--- src/rtl/player_jump_if.sv ---
// Signal bundle between the game-state controller and the player jump sequencer.
// The master drives frame strobe, enables and keycode; the slave returns motion state.
interface player_jump_if;
    logic              frame_tick;
    logic              run_en;
    logic              internal_reset;
    logic [7:0]        keycode;
    logic [9:0]        player_y;
    logic signed [7:0] player_vy;
    logic              airborne;
    logic              landed;

    modport master (
        output frame_tick, run_en, internal_reset, keycode,
        input  player_y, player_vy, airborne, landed
    );

    modport slave (
        input  frame_tick, run_en, internal_reset, keycode,
        output player_y, player_vy, airborne, landed
    );
endinterface

--- src/rtl/player_jump_ctrl.sv ---
// Player cube vertical motion: latches jump key presses and steps position/velocity
// once per video frame through GROUND -> RISE -> FALL -> GROUND.
module player_jump_ctrl #(
    parameter logic [9:0] GROUND_Y = 10'd400,
    parameter logic [7:0] JUMP_V   = 8'd12,
    parameter logic [7:0] GRAV     = 8'd1,
    parameter logic [7:0] MAX_FALL = 8'd15,
    parameter logic [7:0] JUMP_KEY = 8'h1A
) (
    input logic         Clk,
    input logic         Reset,
    player_jump_if.slave bus
);

    typedef enum logic [1:0] {GROUND, RISE, FALL} state_t;

    state_t            state_q, state_d;
    logic [9:0]        y_q, y_d;
    logic signed [7:0] vy_q, vy_d;
    logic              landed_q, landed_d;
    logic              pend_q, pend_d;

    logic signed [10:0] y_sum;
    logic signed [8:0]  vy_sum;
    logic               key_hit;

    // Widened sums so a rise past the ceiling or a drop past the floor cannot wrap.
    assign y_sum   = $signed({1'b0, y_q}) + $signed({{3{vy_q[7]}}, vy_q});
    assign vy_sum  = $signed({vy_q[7], vy_q}) + $signed({1'b0, GRAV});
    assign key_hit = bus.run_en && (bus.keycode == JUMP_KEY);

    always_comb begin
        state_d  = state_q;
        y_d      = y_q;
        vy_d     = vy_q;
        landed_d = 1'b0;
        pend_d   = pend_q;

        if (bus.internal_reset) begin
            state_d = GROUND;
            y_d     = GROUND_Y;
            vy_d    = '0;
            pend_d  = 1'b0;
        end else if (bus.run_en) begin
            if (bus.frame_tick) begin
                pend_d = 1'b0;
                case (state_q)
                    GROUND: begin
                        // Launch only sets velocity; position starts moving next frame.
                        if (pend_q || key_hit) begin
                            vy_d    = $signed(8'd0 - JUMP_V);
                            state_d = RISE;
                        end
                    end
                    RISE: begin
                        if (y_sum[10]) begin
                            y_d     = '0;
                            vy_d    = '0;
                            state_d = FALL;
                        end else begin
                            y_d  = y_sum[9:0];
                            vy_d = vy_sum[7:0];
                            if (!vy_sum[8]) begin
                                state_d = FALL;
                            end
                        end
                    end
                    FALL: begin
                        if (y_sum >= $signed({1'b0, GROUND_Y})) begin
                            y_d      = GROUND_Y;
                            vy_d     = '0;
                            state_d  = GROUND;
                            landed_d = 1'b1;
                        end else begin
                            y_d  = y_sum[9:0];
                            vy_d = (vy_sum > $signed({1'b0, MAX_FALL})) ? MAX_FALL : vy_sum[7:0];
                        end
                    end
                    default: state_d = GROUND;
                endcase
            end else if (key_hit) begin
                pend_d = 1'b1;
            end
        end
    end

    always_ff @(posedge Clk) begin
        if (Reset) begin
            state_q  <= GROUND;
            y_q      <= GROUND_Y;
            vy_q     <= '0;
            landed_q <= 1'b0;
            pend_q   <= 1'b0;
        end else begin
            state_q  <= state_d;
            y_q      <= y_d;
            vy_q     <= vy_d;
            landed_q <= landed_d;
            pend_q   <= pend_d;
        end
    end

    assign bus.player_y  = y_q;
    assign bus.player_vy = vy_q;
    assign bus.airborne  = (state_q != GROUND);
    assign bus.landed    = landed_q;

endmodule

--- src/flat_wrapper.sv ---
// flat-port wrapper written by rule: the top's interface ports become plain ports
module player_jump_ctrl_flat 
#(
    parameter logic [9:0] GROUND_Y = 10'd400,
    parameter logic [7:0] JUMP_V   = 8'd12,
    parameter logic [7:0] GRAV     = 8'd1,
    parameter logic [7:0] MAX_FALL = 8'd15,
    parameter logic [7:0] JUMP_KEY = 8'h1A
)
  (Clk, Reset, bus_frame_tick, bus_run_en, bus_internal_reset, bus_keycode, bus_player_y, bus_player_vy, bus_airborne, bus_landed);
  player_jump_if bus_i ();
  input logic Clk;
  input logic Reset;
  input wire logic [$bits(bus_i.frame_tick)-1:0] bus_frame_tick;
  input wire logic [$bits(bus_i.run_en)-1:0] bus_run_en;
  input wire logic [$bits(bus_i.internal_reset)-1:0] bus_internal_reset;
  input wire logic [$bits(bus_i.keycode)-1:0] bus_keycode;
  output wire logic [$bits(bus_i.player_y)-1:0] bus_player_y;
  output wire logic [$bits(bus_i.player_vy)-1:0] bus_player_vy;
  output wire logic [$bits(bus_i.airborne)-1:0] bus_airborne;
  output wire logic [$bits(bus_i.landed)-1:0] bus_landed;
  assign bus_i.frame_tick = bus_frame_tick;
  assign bus_i.run_en = bus_run_en;
  assign bus_i.internal_reset = bus_internal_reset;
  assign bus_i.keycode = bus_keycode;
  assign bus_player_y = bus_i.player_y;
  assign bus_player_vy = bus_i.player_vy;
  assign bus_airborne = bus_i.airborne;
  assign bus_landed = bus_i.landed;
  player_jump_ctrl #(.GROUND_Y(GROUND_Y), .JUMP_V(JUMP_V), .GRAV(GRAV), .MAX_FALL(MAX_FALL), .JUMP_KEY(JUMP_KEY)) u_core (.Clk(Clk), .Reset(Reset), .bus(bus_i));
endmodule
--- config.mk ---
export PLATFORM = sky130hd
export DESIGN_NAME = player_jump_ctrl_flat
export DESIGN_NICKNAME = d
export VERILOG_FILES = /design/src/rtl/player_jump_if.sv /design/src/rtl/player_jump_ctrl.sv /design/src/flat_wrapper.sv
export SDC_FILE = /design/constraint.sdc
export NUM_CORES = 1
export LEC_CHECK = 0
export BUFFER_PORTS_ARGS = -buffer_cell sky130_fd_sc_hd__buf_2
export CAP_MARGIN = 20
export CORE_MARGIN = 5
export CORE_UTILIZATION = 40
export DETAILED_ROUTE_END_ITERATION = 8
export PLACE_DENSITY = 0.59
export SLEW_MARGIN = 20
export SYNTH_ARGS = -nofsm -noshare
export SYNTH_HDL_FRONTEND = slang
export SYNTH_SLANG_ARGS = --single-unit
--- constraint.sdc ---
create_clock -name Clk -period 4.9 [get_ports Clk]
set_clock_uncertainty 0.2 [all_clocks]
set_input_delay 0.98 -clock Clk [delete_from_list [all_inputs] [get_ports Clk]]
set_output_delay 0.98 -clock Clk [all_outputs]
set_load 0.05 [all_outputs]
==> results of run 1 <==
worst min-delay path by stage:
stage	start	end	slack, ns	depth (start not counted)
6_report	u_core.bus.player_y[9]	u_core.bus.player_y[9]	0.29	2
5_1_grt	u_core.state_q[0]	u_core.state_q[0]	0.31	2
4_1_cts	u_core.bus.player_y[9]	u_core.bus.player_y[9]	0.29	2
3_5_place_dp	u_core.bus.player_y[9]	u_core.bus.player_y[9]	0.28	2
3_3_place_gp	u_core.bus.player_y[9]	u_core.bus.player_y[9]	0.27	2
2_1_floorplan	u_core.state_q[0]	u_core.state_q[0]	0.25	2
power breakdown:
group / leakage [nW] / total (mW) / internal, mW / switching [mW]
combinational: 0.649 / 0.0118 / 0.00513 / 0.00672
sequential: 0.177 / 0.179 / 0.179 / 0.0000478
clock: 0.0288 / 0.134 / 0.0717 / 0.0619
synthesized netlist by cell type, types with 3 or more instances:
library cell	count
dfxtp_1	22
ha_1	16
a21o_1	3
o221ai_1	5
nor3_1	7
a31oi_1	4
xnor2_1	5
nand3_1	10
nor2_1	9
inv_1	10
o21ai_0	7
a22o_1	5
nand2_1	18
a21oi_1	17
metal layers:
metal	vias to the layer above	share of wire, %
met5	-	0
met3	6	6.5
li1	815	-
met2	53	44
met4	0	1.5
met1	740	48
tightest hold or removal path, stage by stage, from the launching register on:
cell and delay, ns:
dfxtp_1 0.33, nand2_1 0.06, a21oi_1 0.05
state kept, by name, summed over array words and instances (netlist names):
| signal | flops |
|---|---|
| u_core.bus.landed | 1 |
| u_core.state_q | 2 |
| u_core.bus.player_y | 10 |
| u_core.pend_q | 1 |
| u_core.bus.player_vy | 8 |
kinds of logic (layout without fill, tap and decap cells):
| kind of cell | count (synthesis) | after routing | share of synthesized area (%) |
|---|---|---|---|
| flip-flops | 22 | 22 | 25.8 |
| multiplexers | 2 | 2 | 1.17 |
| XOR/XNOR | 8 | 8 | 4.55 |
| AND/OR/NAND/NOR | 64 | 64 | 21.2 |
| AO/OA/AOI/OAI | 67 | 67 | 30.5 |
| buffers and inverters | 14 | 46 | 3.74 |
| adder cells (fa/ha/maj) | 17 | 17 | 12.9 |
area by class of cell:
cell class / instances / area, um2 / share of cell area [%]
Multi-Input combinational cell: 158 / 1200 / 61.4
Sequential cell: 22 / 440 / 22.5
Timing Repair Buffer: 32 / 160 / 8.19
Tap cell: 50 / 62.6 / 3.20
Clock buffer: 4 / 55.1 / 2.82
Inverter: 10 / 37.5 / 1.92
placed cells by master, fill, tap and decap left out, drive strengths merged, types with 3 or more instances in the layout:
master,synthesis,routed
buf,0,32
xnor2,6,6
nand2,18,18
o21ai,8,8
o221ai,5,5
a211oi,4,4
a31oi,4,4
and3,3,3
a21oi,19,19
ha,16,16
inv,10,10
nand3,12,12
clkbuf,3,4
dfxtp,22,22
nor2,10,10
nor3,8,8
a21o,4,4
a22o,5,5
==> results.md, run 1 <==
- Total grt overflow: 0
- CP endpoint kind: flop
- Post_cts resized: 0
- Largest net degree at the start of global routing: 13
- Slew Viols, Final: 0
- Syn Nets: 224
- Max-Cap Viols: 0
- Detail Route Antenna Nets: 0
- RSZ-0062 raised after global routing: no
- Row count: 23
- Critical-path cell list: ha_1 > fa_1 > a21o_1 > a221oi_2 > o21ai_2 > xnor2_1 > o32ai_2 > a21oi_2 > nand2b_1 > o221a_1
- CP Launch Type: flop
- CTS tree: built
- Final min period: 3.31 ns
- CTS H-tree lvls: 1
- Hold slack: approximately 0.29 ns
- CP Buf/Inv Count: 0
- Most used DFF post-synth: dfxtp_1
- Core Util, Final: 48.2%
- Ratio of cells with drive above 1 in the final layout: ~25%
- Crit-path slowest cell: o32ai_2
- Nets: about 260
- Initial antenna violation count: 0
- Crit path capture: u_core.state_q[1]
- Area growth syn-to-layout: 14.8%
- Dpl ws: about 1.6 ns
- Initial Utilization: 42.0%
- EDFF count, synth: 0
- Seq/Total Area, Yosys: 25.8%
- R2R depth: 10
- Crit path from: u_core.bus.player_vy[0]
- Port Buf Inserts: 32
- PwrDens: 166 nW/um2
- Initial DRT Pass Iterations: 4
- Hold_buf cts: 0
- Highest clock rate: 302 MHz
- Maximum vdd ir drop: 0.143 mV
- Critical path arrival: roughly 3.3 ns
- Number of global-route vias before repair: 1,486
- Placed insts: 272
- Avg Cell Area, Syn: 8.78 um2
- Routability cong.: about 0.84
- Tot Pwr: between 0.3 and 0.4 mW
- Post-Place Cell Area: 1900 um2
- Routed WL: 4.24 mm
- Slew HR: 52.0%
- Top cells by area, synth: dfxtp_1 26%, ha_1 12%, a21oi_1 5.0%
- Worst-path clk slew: 0.09 ns
- First-iteration detailed-routing DRC count: 80
- Ys Warns: 0
- Max clock buf depth: 2
- Filler instances: 396
- GR peak layer: met2
- Reg2reg setup slack: 1.59 ns
- CP Data Required Time: approximately 4.9 ns
- Wire per inst: 15.4 um
- Worst path depth: 10
- Num CTS Buffers: 3
- CTS sink count: 22
- Post CTS Setup Buffer Count: 0
- Met3 usage: about 4.1%
- Die area: roughly 5700 um2
- Top-area cell type share of the netlist area: about a quarter
- Met1 usage: 23.1%
- Setup TNS: 0 ns
- DR vias/cell: a little under 6
- Capturing point of the worst reg2reg path: u_core.state_q[1]
- Setup Viol. Count Final: 0
- Final hold vios: 0
- Skew-Pair Late Insertion Delay: 0.26 ns
- Post-Layout Cell Count: 276
- Setup slack after layout: 1.59 ns
- Status: completed
- Die X: around 75 um
- Ratio of final minimum period to clock period: 67.5%
- Total Routing Usage GR: 16.2%
- Slowest stage delay, CP: 0.49 ns
- Yosys reg bits: 22
- N_diodes: 0
- Max FO, Critical Path: 9
- Synth area leader: dfxtp_1
- Worst r2r src: u_core.bus.player_vy[0]
- HP Class: reg -> reg
- Cells after synthesis: 194
- Crit Path Category: reg -> reg
- DP HPWL: roughly 3.3 mm
- Leakage power: around 0.86 nW
- GRT met2 Usage: 24.7%
- CTS root buffer: clkbuf_8
- First-pass GRT wire length: 7.19 mm
- Core Footprint: 4060 um2
- Share of flip-flops with an asynchronous set or reset: 0%
- I/O pins: 33
- Die height: about 75 um
- Synthesized area: 1700 um2
- Vias: 1,614
- Least-Margin Pin Slew: 0.713 ns
- CP delay by family, top: compound AO/OA/AOI/OAI gates
- DRC: 0
- Cell area after layout: 1960 um2
- Synth unique cells: between 50 and 60
Note: power is estimated with default switching activity, not from simulation.
==> run 2, diff against run 1 <==
--- a/config.mk
+++ b/config.mk
@@ -10,7 +10,7 @@
 export CORE_MARGIN = 5
 export CORE_UTILIZATION = 40
 export DETAILED_ROUTE_END_ITERATION = 8
-export PLACE_DENSITY = 0.59
+export PLACE_DENSITY = 0.61
 export SLEW_MARGIN = 20
 export SYNTH_ARGS = -nofsm -noshare
 export SYNTH_HDL_FRONTEND = slang
==> constraint.sdc (replaced) <==
create_clock -name Clk -period 2.8 [get_ports Clk]
set_clock_uncertainty 0.2 [all_clocks]
set_input_delay 0.56 -clock Clk [delete_from_list [all_inputs] [get_ports Clk]]
set_output_delay 0.56 -clock Clk [all_outputs]
set_load 0.05 [all_outputs]
==> results.md, run 2 (synthesized netlist as in run 1, its figures left out) <==
- Status: finished, violations left
- Failing checks: negative setup slack
- Critical-path cell list: ha_4 > fa_2 > a21o_1 > a221oi_4 > o21ai_2 > xnor2_2 > o32ai_4 > buf_6 > a21oi_4 > nand2b_4 > o221a_1
- Initial antenna violation count: 0
- Met3 usage: 3.07%
- Hold slack: about 0.29 ns
- CTS tree: built
- Final hold vios: 0
- Total grt overflow: 0
- Num CTS Buffers: 3
- Least-Margin Pin Slew: 0.561 ns
- Sw Ratio: 20.4%
- Filler instances: 344
- Sequential Power Share: 48.2%
- Setup Viol. Count Final: 18
- Die area: 5670 um2
- Setup slack after layout: -0.182 ns
- CP endpoint kind: flop
- Combinational share of power: 3.5%
- DRC: 0
- Nets: 305
- Routability cong.: 0.855
- Core Footprint: 4060 um2
- First-iteration detailed-routing DRC count: 91
- Hold_buf cts: 0
- CTS root buffer: clkbuf_8
- Power Internal: around 0.5 mW
- I/O pins: 33
- CTS sink count: 22
- Initial Utilization: between 40% and 50%
- Max reg flops: 10
- Row count: 23
- Clock Power Share: 48.3%
- PwrDens: 251 nW/um2
- DP HPWL: 3.85 mm
- Crit Path Category: reg -> reg
- Crit-path slowest cell: dfxtp_4
- Cell area after layout: between 2000 and 3000 um2
- Leakage power: about 1.1 nW
- Final min period: 2.98 ns
- Critical path arrival: 2.95 ns
- Met1 usage: 24.0%
- Largest net degree at the start of global routing: 14
- Detail Route Antenna Nets: 0
- Most common library cell in the layout ignoring fill and taps: buf_4
- Wire per inst: approximately 15 um
- Die X: 75.3 um
- Post-Place Cell Area: 2320 um2
- CP delay by family, top: compound AO/OA/AOI/OAI gates
- Commonest non-fill, non-tap cells in the layout: 42 x buf_4, 32 x buf_2, 17 x nand2_1
- DR vias/cell: between 5 and 6
- HP Class: reg -> reg
- GR peak layer: met2
- P_sw: 0.131 mW
- RSZ-0062 raised after global routing: yes
- Total Routing Usage GR: 18.3%
- CP Buf/Inv Count: 1
- First-pass GRT wire length: around 8 mm
- Number of global-route vias before repair: 1,727
- Ratio of final minimum period to clock period: 107%
- Die height: 75.3 um
- Maximum vdd ir drop: 0.277 mV
- Max-Cap Viols: 0
- Slew Viols, Final: 0
- Slew HR: 62.5%
- Skew-Pair Late Insertion Delay: 0.27 ns
- CP Data Required Time: roughly 2.8 ns
- Max clock buf depth: 2
- Vias: about 1,800
- Initial DRT Pass Iterations: 4
- Port Buf Inserts: 32
- CP Launch Type: flop
- Area growth syn-to-layout: 49.8%
- Ratio of cells with drive above 1 in the final layout: between 50% and 60%
- Routed WL: 4.94 mm
- CTS H-tree lvls: 1
- Worst-path clk slew: 0.09 ns
- Highest clock rate: 335 MHz
- N_diodes: 0
- Slowest stage delay, CP: 0.36 ns
- GRT met2 Usage: 31.0%
- Max FO, Critical Path: 8
run 2: tightest hold or removal path, cell delays in order (launching register included):
cell,delay [ns]
dfxtp_1,0.33
nand2_1,0.06
mux2i_1,0.05
run 2: path summary, 6_finish.rpt:
check / start / end / slack [ns] / cells after the start
setup / recovery: u_core.bus.player_vy[0] / u_core.state_q[1] / -0.18 / 11
hold / removal: u_core.state_q[0] / u_core.state_q[0] / 0.29 / 2
setup reg to reg: u_core.bus.player_vy[0] / u_core.state_q[1] / -0.18 / 11
hold reg to reg: u_core.state_q[0] / u_core.state_q[0] / 0.29 / 2
run 2: layout make-up:
cell class	count	area, um2	area share (%)
Multi-Input combinational cell	158	1370	53.6
Sequential cell	22	469	18.4
Clock buffer	3	41.3	1.62
Inverter	10	37.5	1.47
Timing Repair Buffer	80	543	21.3
Clock inverter	1	30.0	1.18
Tap cell	50	62.6	2.45
run 2: layer usage:
layer / wire, um / share of wire, %
met2: 2360 / 48
met3: 228 / 4.6
met4: 59 / 1.2
met1: 2290 / 46
met5: 0 / 0
run 2: through the flow:
stage / setup TNS (ns) / total power [mW] / std cells / utilization, % / setup WS, ns
3_5_place_dp: -4.21 / 0.337 / 315 / 57.1 / -0.287
5_1_grt: -5.15 / 0.661 / 324 / 62.9 / -0.315
4_1_cts: -2.04 / 0.645 / 323 / 61.2 / -0.163
6_report: -2.32 / 0.640 / 324 / 62.9 / -0.182
2_1_floorplan: -2.19 / 0.326 / 194 / - / -0.178
3_3_place_gp: -3.84 / 0.337 / 315 / 57.1 / -0.252
run 2: timing repair:
| item | in CTS | in global routing |
|---|---|---|
| endpoints found under the hold margin | 0 | 0 |
| buffers inserted | 4 | 1 |
| resized for setup | 11 | 14 |
| pin swaps | 8 | 9 |
| endpoints found under the setup margin | 21 | 21 |
run 2: power groups by stage:
stage	sequential [mW]	combinational, mW	clock [mW]
after detailed placement	0.316	0.0213	0
after floorplan	0.316	0.00981	0
after global routing	0.309	0.0246	0.328
final	0.309	0.0222	0.309
after global placement	0.316	0.0209	0
after CTS	0.309	0.0216	0.315
==> run 3, diff against run 2 <==
--- a/config.mk
+++ b/config.mk
@@ -10,7 +10,8 @@
 export CORE_MARGIN = 5
 export CORE_UTILIZATION = 40
 export DETAILED_ROUTE_END_ITERATION = 8
-export PLACE_DENSITY = 0.61
+export PLACE_DENSITY = 0.59
+export RECOVER_POWER = 50
 export SLEW_MARGIN = 20
 export SYNTH_ARGS = -nofsm -noshare
 export SYNTH_HDL_FRONTEND = slang
==> constraint.sdc (replaced) <==
create_clock -name Clk -period 3.7 [get_ports Clk]
set_clock_uncertainty 0.2 [all_clocks]
set_input_delay 0.74 -clock Clk [delete_from_list [all_inputs] [get_ports Clk]]
set_output_delay 0.74 -clock Clk [all_outputs]
set_load 0.05 [all_outputs]
==> results.md, run 3 (synthesized netlist as in run 1, its figures left out) <==
- Die height: 75.3 um
- Max FO, Critical Path: 8
- Area growth syn-to-layout: 14.6%
- Core Footprint: 4060 um2
- Max-Cap Viols: 0
- PwrDens: between 200 and 250 nW/um2
- Ratio of cells with drive above 1 in the final layout: roughly 17%
- Slew Viols, Final: 0
- HP Class: reg -> reg
- Critical path arrival: 3.30 ns
- Crit Path Category: reg -> reg
- Initial antenna violation count: 0
- Hold_buf cts: 0
- CP endpoint kind: flop
- Setup Viol. Count Final: 0
- Port Buf Inserts: 32
- Num CTS Buffers: 3
- CTS sink count: 22
- CTS tree: built
- Tot Pwr: 0.432 mW
- Slew HR: 54.3%
- DR vias/cell: 5.71
- DRC: 0
- Row count: 23
- Total grt overflow: 0
- Routability cong.: 0.823
- Worst-path clk slew: 0.09 ns
- Commonest non-fill, non-tap cells in the layout: 22 x dfxtp_1, 20 x clkbuf_1, 18 x nand2_1
- Max reg flops: 10
- Die area: 5670 um2
- Post-Place Cell Area: 1920 um2
- Routed WL: 4.44 mm
- Vias: 1,592
- Initial Utilization: 42.0%
- Nets: 260
- CP Data Required Time: 3.67 ns
- DP HPWL: 3.48 mm
- Maximum vdd ir drop: 0.173 mV
- Most common library cell in the layout ignoring fill and taps: dfxtp_1
- Skew-Pair Late Insertion Delay: 0.27 ns
- RSZ-0062 raised after global routing: no
- Number of global-route vias before repair: 1,530
- Initial DRT Pass Iterations: 4
- Post_cts resized: 0
- Largest net degree at the start of global routing: 13
- Post CTS Setup Buffer Count: 0
- Die X: approximately 75 um
- Final min period: 3.33 ns
- Cell area after layout: 1950 um2
- Ratio of final minimum period to clock period: 89.9%
- Highest clock rate: 301 MHz
- Final hold vios: 0
- Wire per inst: 15.9 um
- Setup TNS: 0 ns
- CTS root buffer: clkbuf_8
- Max clock buf depth: 2
- N_diodes: 0
- Total Routing Usage GR: 16.5%
- Detail Route Antenna Nets: 0
- CP Launch Type: flop
- I/O pins: 33
- Least-Margin Pin Slew: 0.678 ns
- Status: completed
- First-iteration detailed-routing DRC count: between 100 and 150
- First-pass GRT wire length: 7.30 mm
- Leakage power: 0.793 nW
- CTS H-tree lvls: 1
==> run 3: changes by cell type in the layout (fill, tap and decap cells not counted), moves of 4 or more <==
cell      change
dfxtp_2      -11
buf_4        -39
clkbuf_1     +20
dfxtp_1      +15
buf_2        -20
dfxtp_4       -4
buf_6         -6
==> run 3: power by group <==
part           switching (mW)  leakage (nW)  total (mW)  internal, mW
sequential          0.0000436         0.177       0.237         0.237
clock                  0.0852        0.0288       0.180        0.0950
combinational         0.00892         0.587      0.0157       0.00680
==> run 3: layout make-up <==
class | instances | area, um2
fillers | 415 | 2100
multi-input cells | 158 | 1200
flip-flops and latches | 22 | 440
repair buffers | 35 | 158
well taps | 50 | 62.6
clock buffers | 4 | 55.1
inverters | 10 | 37.5
==> run 3: worst paths after layout <==
| check | startpoint | to | slack [ns] | depth (start not counted) |
|---|---|---|---|---|
| min reg2reg | u_core.state_q[0] | u_core.state_q[0] | 0.29 | 2 |
| min | u_core.state_q[0] | u_core.state_q[0] | 0.29 | 2 |
| max | u_core.bus.player_vy[0] | u_core.bus.player_vy[4] | 0.37 | 10 |
| max reg2reg | u_core.bus.player_vy[0] | u_core.bus.player_vy[4] | 0.37 | 10 |
==> run 3: through the flow <==
stage,setup WS (ns),hold slack (ns),utilization (%),cells
after CTS,0.390,0.291,48.8,279
after global placement,0.513,0.266,47.4,275
final,0.375,0.286,48.1,279
after floorplan,0.426,0.252,-,194
after global routing,0.136,0.319,48.1,279
after detailed placement,0.419,0.279,47.4,275
==> run 3: critical path: stages (launching register included) <==
cell and delay (ns):
dfxtp_1 0.38, ha_1 0.25, fa_1 0.40, a21o_1 0.19
a221oi_2 0.32, o21ai_2 0.14, o31ai_4 0.23, xnor2_2 0.24
and2_0 0.45, nor3_2 0.11, a2111oi_2 0.32
==> run 3: per-layer routing <==
metal | vias up | global-route usage, % | part of all wire [%]
met4 | 0 | 4.08 | 1.3
met5 | - | 0 | 0
met3 | 6 | 3.07 | 5.0
met2 | 40 | 27.6 | 45
li1 | 813 | - | -
met1 | 733 | 22.0 | 49
